**src/rtl/lsu_pkg.sv**
```systemverilog
// Shared types and constants for the load/store unit and its fault checker.
package lsu_pkg;

  // Transaction sequencing: accept in IDLE, touch the RAM in ACCESS, hold the answer in RESP.
  typedef enum logic [1:0] {
    IDLE   = 2'd0,
    ACCESS = 2'd1,
    RESP   = 2'd2
  } lsu_state_e;

  // Fault cause as reported on respCause; encoding is visible to software.
  typedef enum logic [1:0] {
    CAUSE_NONE       = 2'b00,
    CAUSE_ILLEGAL    = 2'b01,
    CAUSE_MISALIGNED = 2'b10,
    CAUSE_RANGE      = 2'b11
  } lsu_cause_e;

  // funct3 access encodings (stores reuse LB/LH/LW for SB/SH/SW).
  localparam logic [2:0] LB  = 3'b000;
  localparam logic [2:0] LH  = 3'b001;
  localparam logic [2:0] LW  = 3'b010;
  localparam logic [2:0] LBU = 3'b100;
  localparam logic [2:0] LHU = 3'b101;

  // Request fields captured at accept time.
  typedef struct packed {
    logic        write;
    logic [2:0]  ctrl;
    logic [31:0] addr;
    logic [31:0] wdata;
  } lsu_req_t;

  // Number of bytes touched by an access; the sign bit (ctrl[2]) does not matter.
  function automatic logic [2:0] access_bytes(input logic [2:0] ctrl);
    logic [2:0] n;
    case (ctrl[1:0])
      2'b00:   n = 3'd1;
      2'b01:   n = 3'd2;
      default: n = 3'd4;
    endcase
    return n;
  endfunction

endpackage

```
**src/rtl/lsu_check.sv**
```systemverilog
// Combinational fault decode for a latched load/store request.
module lsu_check
  import lsu_pkg::*;
#(
  parameter int unsigned RAM_BYTES = 1024
) (
  input  logic        write,
  input  logic [2:0]  ctrl,
  input  logic [31:0] addr,
  output lsu_cause_e  cause
);

  logic        illegal;
  logic        misaligned;
  logic        out_of_range;
  logic [32:0] last_byte;

  // Evaluate each fault class independently, then report only the most severe.
  always_comb begin
    // 011/110/111 are unused encodings; unsigned variants make no sense for stores.
    illegal = (ctrl == 3'b011) || (ctrl == 3'b110) || (ctrl == 3'b111) ||
              (write && ctrl[2]);

    misaligned = ((ctrl[1:0] == 2'b01) && addr[0]) ||
                 ((ctrl[1:0] == 2'b10) && (addr[1:0] != 2'b00));

    // 33-bit sum so an address near 2^32 cannot wrap back into the legal window.
    last_byte    = {1'b0, addr} + {30'd0, access_bytes(ctrl)} - 33'd1;
    out_of_range = (last_byte >= 33'(RAM_BYTES));

    if (illegal) begin
      cause = CAUSE_ILLEGAL;
    end else if (misaligned) begin
      cause = CAUSE_MISALIGNED;
    end else if (out_of_range) begin
      cause = CAUSE_RANGE;
    end else begin
      cause = CAUSE_NONE;
    end
  end

endmodule

```
**src/rtl/load_store_unit.sv**
```systemverilog
// Single-outstanding load/store unit between the execute stage and a byte-addressed data RAM.
// Handshakes: a transfer happens on a rising Clock edge where valid and ready are both 1;
// reqValid/req* must hold until reqReady, and respValid/resp* hold until respReady.
module load_store_unit
  import lsu_pkg::*;
#(
  parameter int unsigned RAM_BYTES = 1024
) (
  input  logic        Clock,
  input  logic        nReset,
  input  logic        reqValid,
  output logic        reqReady,
  input  logic        reqWrite,
  input  logic [2:0]  reqCtrl,
  input  logic [31:0] reqAddr,
  input  logic [31:0] reqWData,
  output logic        respValid,
  input  logic        respReady,
  output logic [31:0] respData,
  output logic        respFault,
  output logic [1:0]  respCause,
  output logic        writeRam,
  output logic [2:0]  ctrl,
  output logic [31:0] address,
  output logic [31:0] wData,
  input  logic [31:0] rData
);

  lsu_state_e  state_q, state_d;
  lsu_req_t    req_q, req_d;
  logic [31:0] resp_data_q, resp_data_d;
  logic        resp_fault_q, resp_fault_d;
  lsu_cause_e  resp_cause_q, resp_cause_d;

  lsu_cause_e  cause;
  logic        req_ok;

  // Fault decode always looks at the latched request, so it is stable through ACCESS.
  lsu_check #(
    .RAM_BYTES(RAM_BYTES)
  ) u_check (
    .write(req_q.write),
    .ctrl (req_q.ctrl),
    .addr (req_q.addr),
    .cause(cause)
  );

  assign req_ok = (cause == CAUSE_NONE);

  // State and datapath registers; reset abandons any in-flight transaction.
  always_ff @(posedge Clock or negedge nReset) begin
    if (!nReset) begin
      state_q      <= IDLE;
      req_q        <= '0;
      resp_data_q  <= '0;
      resp_fault_q <= 1'b0;
      resp_cause_q <= CAUSE_NONE;
    end else begin
      state_q      <= state_d;
      req_q        <= req_d;
      resp_data_q  <= resp_data_d;
      resp_fault_q <= resp_fault_d;
      resp_cause_q <= resp_cause_d;
    end
  end

  // Next-state and register-load logic; everything holds unless a step below updates it.
  always_comb begin
    state_d      = state_q;
    req_d        = req_q;
    resp_data_d  = resp_data_q;
    resp_fault_d = resp_fault_q;
    resp_cause_d = resp_cause_q;

    case (state_q)
      IDLE: begin
        if (reqValid) begin
          req_d.write = reqWrite;
          req_d.ctrl  = reqCtrl;
          req_d.addr  = reqAddr;
          req_d.wdata = reqWData;
          state_d     = ACCESS;
        end
      end
      ACCESS: begin
        // The RAM formats the read by ctrl, so rData is already size/sign adjusted.
        resp_data_d  = (!req_q.write && req_ok) ? rData : 32'd0;
        resp_fault_d = !req_ok;
        resp_cause_d = cause;
        state_d      = RESP;
      end
      RESP: begin
        if (respReady) begin
          state_d = IDLE;
        end
      end
      default: begin
        state_d = IDLE;
      end
    endcase
  end

  // Output decode from the registered state; writeRam lives for the single ACCESS cycle.
  always_comb begin
    reqReady  = (state_q == IDLE);
    respValid = (state_q == RESP);
    writeRam  = (state_q == ACCESS) && req_q.write && req_ok;
    respData  = resp_data_q;
    respFault = resp_fault_q;
    respCause = resp_cause_q;
    ctrl      = req_q.ctrl;
    address   = req_q.addr;
    wData     = req_q.wdata;
  end

endmodule

```
**config.mk**
```make
export PLATFORM = sky130hd
export DESIGN_NAME = load_store_unit
export DESIGN_NICKNAME = d
export VERILOG_FILES = /design/src/rtl/lsu_pkg.sv /design/src/rtl/lsu_check.sv /design/src/rtl/load_store_unit.sv
export SDC_FILE = /design/constraint.sdc
export NUM_CORES = 1
export LEC_CHECK = 0
export CORE_MARGIN = 2
export CORE_UTILIZATION = 46
export DETAILED_ROUTE_END_ITERATION = 16
export PLACE_DENSITY = 0.84
export SLEW_MARGIN = 30
export SYNTH_ARGS = -nofsm -noshare
export SYNTH_HDL_FRONTEND = slang
export SYNTH_SLANG_ARGS = --single-unit
```
**constraint.sdc**
```tcl
create_clock -name Clock -period 5.1 [get_ports Clock]
set_input_delay 1.275 -clock Clock [delete_from_list [all_inputs] [get_ports Clock]]
set_output_delay 1.275 -clock Clock [all_outputs]
set_load 0.02 [all_outputs]
```
# Word-level counts from Yosys, hierarchy flattened
# Index checks and enable logic that the tools add are counted.
# Widths: inputs -> output; s select.
[word_totals] reg_bits=105 in_bits=104 word_cells=46
[classes] addsub=2 magnitude_cmp=1 n_eq_ne=9 mux=8 reduce_logical=18
[op_table] op="$add 32x3->33" n=1
[op_table] op="$ge 33x11->1 const B" n=1
[op_table] op="$sub 33x1->33 const B" n=1
[op_table] op="$mux 32" n=1
[op_table] op="$mux 2" n=5
[op_table] op="$eq 3x3->1 const B" n=2
[op_table] op="$logic_and 1x1->1" n=6
[op_table] op="$logic_not 2->1" n=3
[op_table] op="$pmux 2 s3" n=1
[op_table] op="$pmux 3 s2" n=1
[op_table] op="$eq 2x1->1 const B" n=2
[op_table] op="$eq 2x2->1 const B" n=2
[op_table] op="$logic_or 1x1->1" n=4
[op_table] op="$reduce_and 2->1" n=2
[op_table] op="$eq 3x2->1 const B" n=1
[op_table] op="$logic_not 1->1" n=2
[op_table] op="$ne 2x1->1 const B" n=1
[op_table] op="$ne 2x2->1 const B" n=1
[op_table] op="$reduce_bool 2->1" n=1

# Longest topological paths before layout
[depth] depth_word=11 ltp_mapped=18 mapped_depth_nobuf=17

# Hierarchy
# A second synthesis with hierarchy kept.
[hier_totals] cells_unflattened=670 hier_area_um2=6799.0
[by_module_without_submodules] mod="load_store_unit" n_inst=1 cells_each=302 area_per_inst_um2=4409.2
[by_module_without_submodules] mod="lsu_check" n_inst=1 cells_each=368 area_per_inst_um2=2389.8

# Worst setup path before layout
# OpenSTA, ideal clock, no wires.
[synth_timing] kind="reg2out" from="register req_q (netlist bit ctrl[1])" to="output port writeRam" t_arrival_ns=3.596 t_required_ns=3.825 setup_slack_ns=0.229 stages_incl_launch_ff=18 path_buffers=0 cell_sequence="dfrtp_1 inv_1 nand2_1 ha_1 inv_1 ha_1 inv_1 fa_1 nor2b_1 o31ai_1 a21oi_4 o21ai_2 a311oi_1 or4_1 a211oi_2 nand4_1 nor3_1 and3_1"
[synth_via] elab_chain_len=10 elab_cells_between_ends=21 cone_classes="add/sub (2); order compare (1); eq/ne (5); mux (4); reduce/logical (9)"
[synth_lines] element="from (decl)" line="load_store_unit.sv:30" rtl="lsu_req_t req_q, req_d;"
[synth_lines] element="from (signal assigned)" line="load_store_unit.sv:60" rtl="req_q <= req_d;"
[synth_lines] element="$eq 2x1->1 / $logic_not 2->1 (equally long branches)" line="lsu_pkg.sv:37, lsu_check.sv:24"
[synth_lines] element="$pmux 3 s2" line="lsu_pkg.sv:37" rtl="case (ctrl[1:0])"
[synth_lines] element="$add 32x3->33" line="lsu_check.sv:28" rtl="last_byte = {1'b0, addr} + {30'd0, access_bytes(ctrl)} - 33'd1;"
[synth_lines] element="$sub 33x1->33" line="lsu_check.sv:28"
[synth_lines] element="$ge 33x11->1" line="lsu_check.sv:29" rtl="out_of_range = (last_byte >= 33'(RAM_BYTES));"
[synth_lines] element="$mux 2" line="lsu_check.sv:35" rtl="end else if (out_of_range) begin"
[synth_lines] element="$mux 2" line="lsu_check.sv:33" rtl="end else if (misaligned) begin"
[synth_lines] element="$mux 2 *" line="lsu_check.sv:31" rtl="if (illegal) begin"
[synth_lines] element="$logic_not 2->1 *" line="load_store_unit.sv:48" rtl="assign req_ok = (cause == CAUSE_NONE);"
[synth_lines] element="$logic_and 1x1->1 *" line="load_store_unit.sv:107" rtl="writeRam = (state_q == ACCESS) && req_q.write && req_ok;"
[synth_lines] element="to (decl)" line="load_store_unit.sv:22" rtl="output logic writeRam,"
# Mark *: on every way between the ends. The rest lies on a longest branch, timed or not.

# Final worst setup path
# Same ends and word-level chain as after synthesis.

==> metrics <==
antenna-violating nets left 0; DP HPWL 13.64 mm; # Max-Cap Violations 0; kind of critical path flip-flop to primary output; relative slew slack 53.77%; Post-synth ARST share 100.0%; fin area 8916 um2; H-tree level count 3; drt initial violations 470; clk slew on worst S/H paths 70 ps; PortBufs 208; fraction of layout cells with a size suffix above 1 16.43%; Lkg Pwr 3.900 nW; via count 5751; setup tns final -920.1 ps; Tot GR Track Use 26.46%; worst hold-check path type flip-flop to flip-flop; fin cells 1024; register bit total from synthesis 105; largest stage delay on the critical path 580 ps; status complete, but fails checks; critical path's most frequent cell inv_2; Placement Cell Area 8315 um2; clock skew 4.468 ps; RSZ-0062 raised after global routing yes; largest cells by area after synthesis dfrtp_1, ha_1, mux2_2, a22o_1, nand2_1; CP max FO 4; Final #Nets 986; Core Area 12620 um2; Layout area overhead 50.34%; instance count on the critical path 18; Synth top area share 44.30%; Clock Tree Buf Depth 2; RD Place Congestion 0.8796; Slowest cell on crit path or4_4; vias in the first global route 5876; Crit. End Element primary output; drt wl/cell 18.23 um; Pins Over Slew Limit 0; failing checks setup timing; metal3 WL 1.297 mm; Final Hold Fails 0; startpoint class of the critical path flip-flop; PwrDens 756.8 nW/um2; largest net degree at the start of global routing 103; CTS Sinks 105; CTS Buf Count 9; post-layout util 70.65%; fmax 187.5 MHz; die height 117.5 um; Main synth FF type dfrtp_1; worst reg2reg path depth 32; maximum VDD drop 0.3816 mV; post-synth cell types 63; CTS tree built; Final min period 5333 ps; Mapped Cells 610; crit share post-route 104.6%; Die X 117.5 um; WP data arrival 4060 ps; worst path required time 3830 ps; M1 wire length 7.259 mm; Syn Std Cell Area 5931 um2; drt first pass iters 5; hold depth 2; Antenna Cells 0; Initial Utilization 47.00%; Synthesized Nets 749; Routed WL 18.67 mm; clk root buf clkbuf_16; # placed instances 989; Final WS setup -232.8 ps; Post-synth EDFFs 0; initial antenna violation count 0; cell family with most CP delay simple AND/OR/NAND/NOR gates; CP cell instances inv_2 > nand2_2 > ha_4 > inv_2 > ha_4 > inv_2 > fa_2 > nor2b_4 > o31ai_4 > a21oi_4 > o21ai_2 > a311oi_2 > or4_4 > a211oi_2 > nand4_1 > nor3_2 > and3_4 > buf_6; WP buf/inv 4; post-synthesis sequential area ratio 44.30%; I/O pins 209; worst-skew pair later-pin latency 350 ps; Row Count 41; synthesis warning total 0; Highest Signal Layer met4; Overflow after GRT 0; Pwr Total 6.747 mW; WL met2 9.651 mm; # setup viols final 33; dominant cell type by area after synthesis dfrtp_1; Mean Syn Cell Area 9.722 um2; Least-Margin Pin Slew 687.5 ps; Vias per Instance 5.616; DRC 0; Die ar. 13820 um2; first-pass GRT wire length 29.55 mm
synthesized netlist by cell type (all sizes together) (2+ instances only):
cell,count
dfrtp,105
nand2,74
o21ai,51
inv,46
a21oi,44
mux2,36
ha,34
a22o,32
nor2,28
clkbuf,25
nand4,14
nand3,10
a211oi,8
nor3,8
a21o,7
buf,7
o211ai,7
o31ai,6
xor2,6
xnor2,4
a211o,3
a311oi,3
a31oi,3
nand2b,3
o21a,3
o21bai,3
o221ai,3
or4,3
a221o,2
a221oi,2
and3,2
mux2i,2
nor2b,2
nor4,2
o211a,2
o221a,2
o22ai,2
or2,2
per-stage QoR:
stage                     worst slack [ps]  hold WS (ps)
final                               -232.8         503.0
after global routing                -399.7         525.3
after CTS                            6.689         508.6
after detailed placement            -204.5         479.5
after global placement              -106.1         479.9
after floorplan                      229.2         519.0
cell usage in the layout (no fill, tap or decap), types with 3 or more instances in the layout:
master,netlist,layout
a211o_1,3,3
a211oi_1,6,5
a211oi_2,2,3
a21o_1,7,7
a21oi_1,40,39
a21oi_2,3,4
a22o_1,32,32
a31oi_1,3,3
buf_4,0,47
buf_6,3,3
clkbuf_16,0,9
clkdlybuf4s50_1,0,206
dfrtp_1,105,105
ha_1,34,31
inv_1,46,42
inv_2,0,4
mux2_2,36,36
nand2_1,74,73
nand2b_1,3,3
nand3_1,10,10
nand4_1,13,13
nor2_1,28,28
nor3_1,7,6
o211ai_1,7,7
o21a_1,3,3
o21ai_0,49,49
o21bai_1,3,3
o221ai_1,3,3
o31ai_1,6,4
xnor2_1,4,4
xor2_1,6,6
worst paths after layout:
kind | start | endpoint | slack [ps]
min reg2reg | respCause[1]$_DFFE_PN0N_ | respCause[1]$_DFFE_PN0N_ | 500
min in group asynchronous | nReset | wData[15]$_DFFE_PN0P_ | 940
max | ctrl[1]$_DFFE_PN0P_ | writeRam | -230
min | respCause[1]$_DFFE_PN0N_ | respCause[1]$_DFFE_PN0N_ | 500
max in group asynchronous | nReset | respData[7]$_DFFE_PN0N_ | 3280
max reg2reg | ctrl[1]$_DFFE_PN0P_ | respData[3]$_DFFE_PN0N_ | -40
power by group:
group / switching, mW / leakage (nW) / total [mW] / internal [mW]
logic: 2.64 / 2.42 / 4.67 / 2.02
registers: 0.215 / 1.32 / 1.33 / 1.11
clock network: 0.335 / 0.160 / 0.752 / 0.417
total: 3.20 / 3.90 / 6.75 / 3.55
repair_timing:
item	4_1_cts	5_1_grt
setup buffers	11	8
endpoints found under the hold margin	0	0
endpoints found under the setup margin	1	33
hold buffers	0	0
pin swaps	6	18
gates resized for setup	9	25
layout make-up:
cell class                 count  area [um2]
clock buffer                  11       252.7
clock inverter                 5       70.07
fill                         952        3704
inverter                      46       172.7
multi-input combinational    427        3082
sequential                   105        2628
tap                          172       215.2
timing repair buffer         258        2496
routing by layer:
metal	vias to the layer above	global-route usage, %
li1	2679	-
met1	2823	30.66
met2	211	46.75
met3	38	6.928
met4	0	10.32
met5	-	0
flip-flops by register name (all words and copies together) (netlist names):
name and count:
address 32, ctrl 3, req_q 1, respCause 2, respData 32, respFault 1, state_q 2, wData 32
cells by family after synthesis:
family | count (synthesis) | synth area share [%]
flip-flops | 105 | 44.30
XOR/XNOR | 10 | 1.477
AND/OR/NAND/NOR | 155 | 12.41
adder cells (fa/ha/maj) | 35 | 7.511
buffers and inverters | 78 | 5.359
multiplexers | 38 | 7.173
AO/OA/AOI/OAI | 189 | 21.77
worst register-to-register path: cells and delay by family, from the launching register on:
kind | cells | cell delay, ps
compound gates | 6 | 1010
fa+ha+maj | 3 | 680
flops | 1 | 410
simple gates | 5 | 770
buf+inv | 18 | 2140
Power figures use the tool's default switching activity.
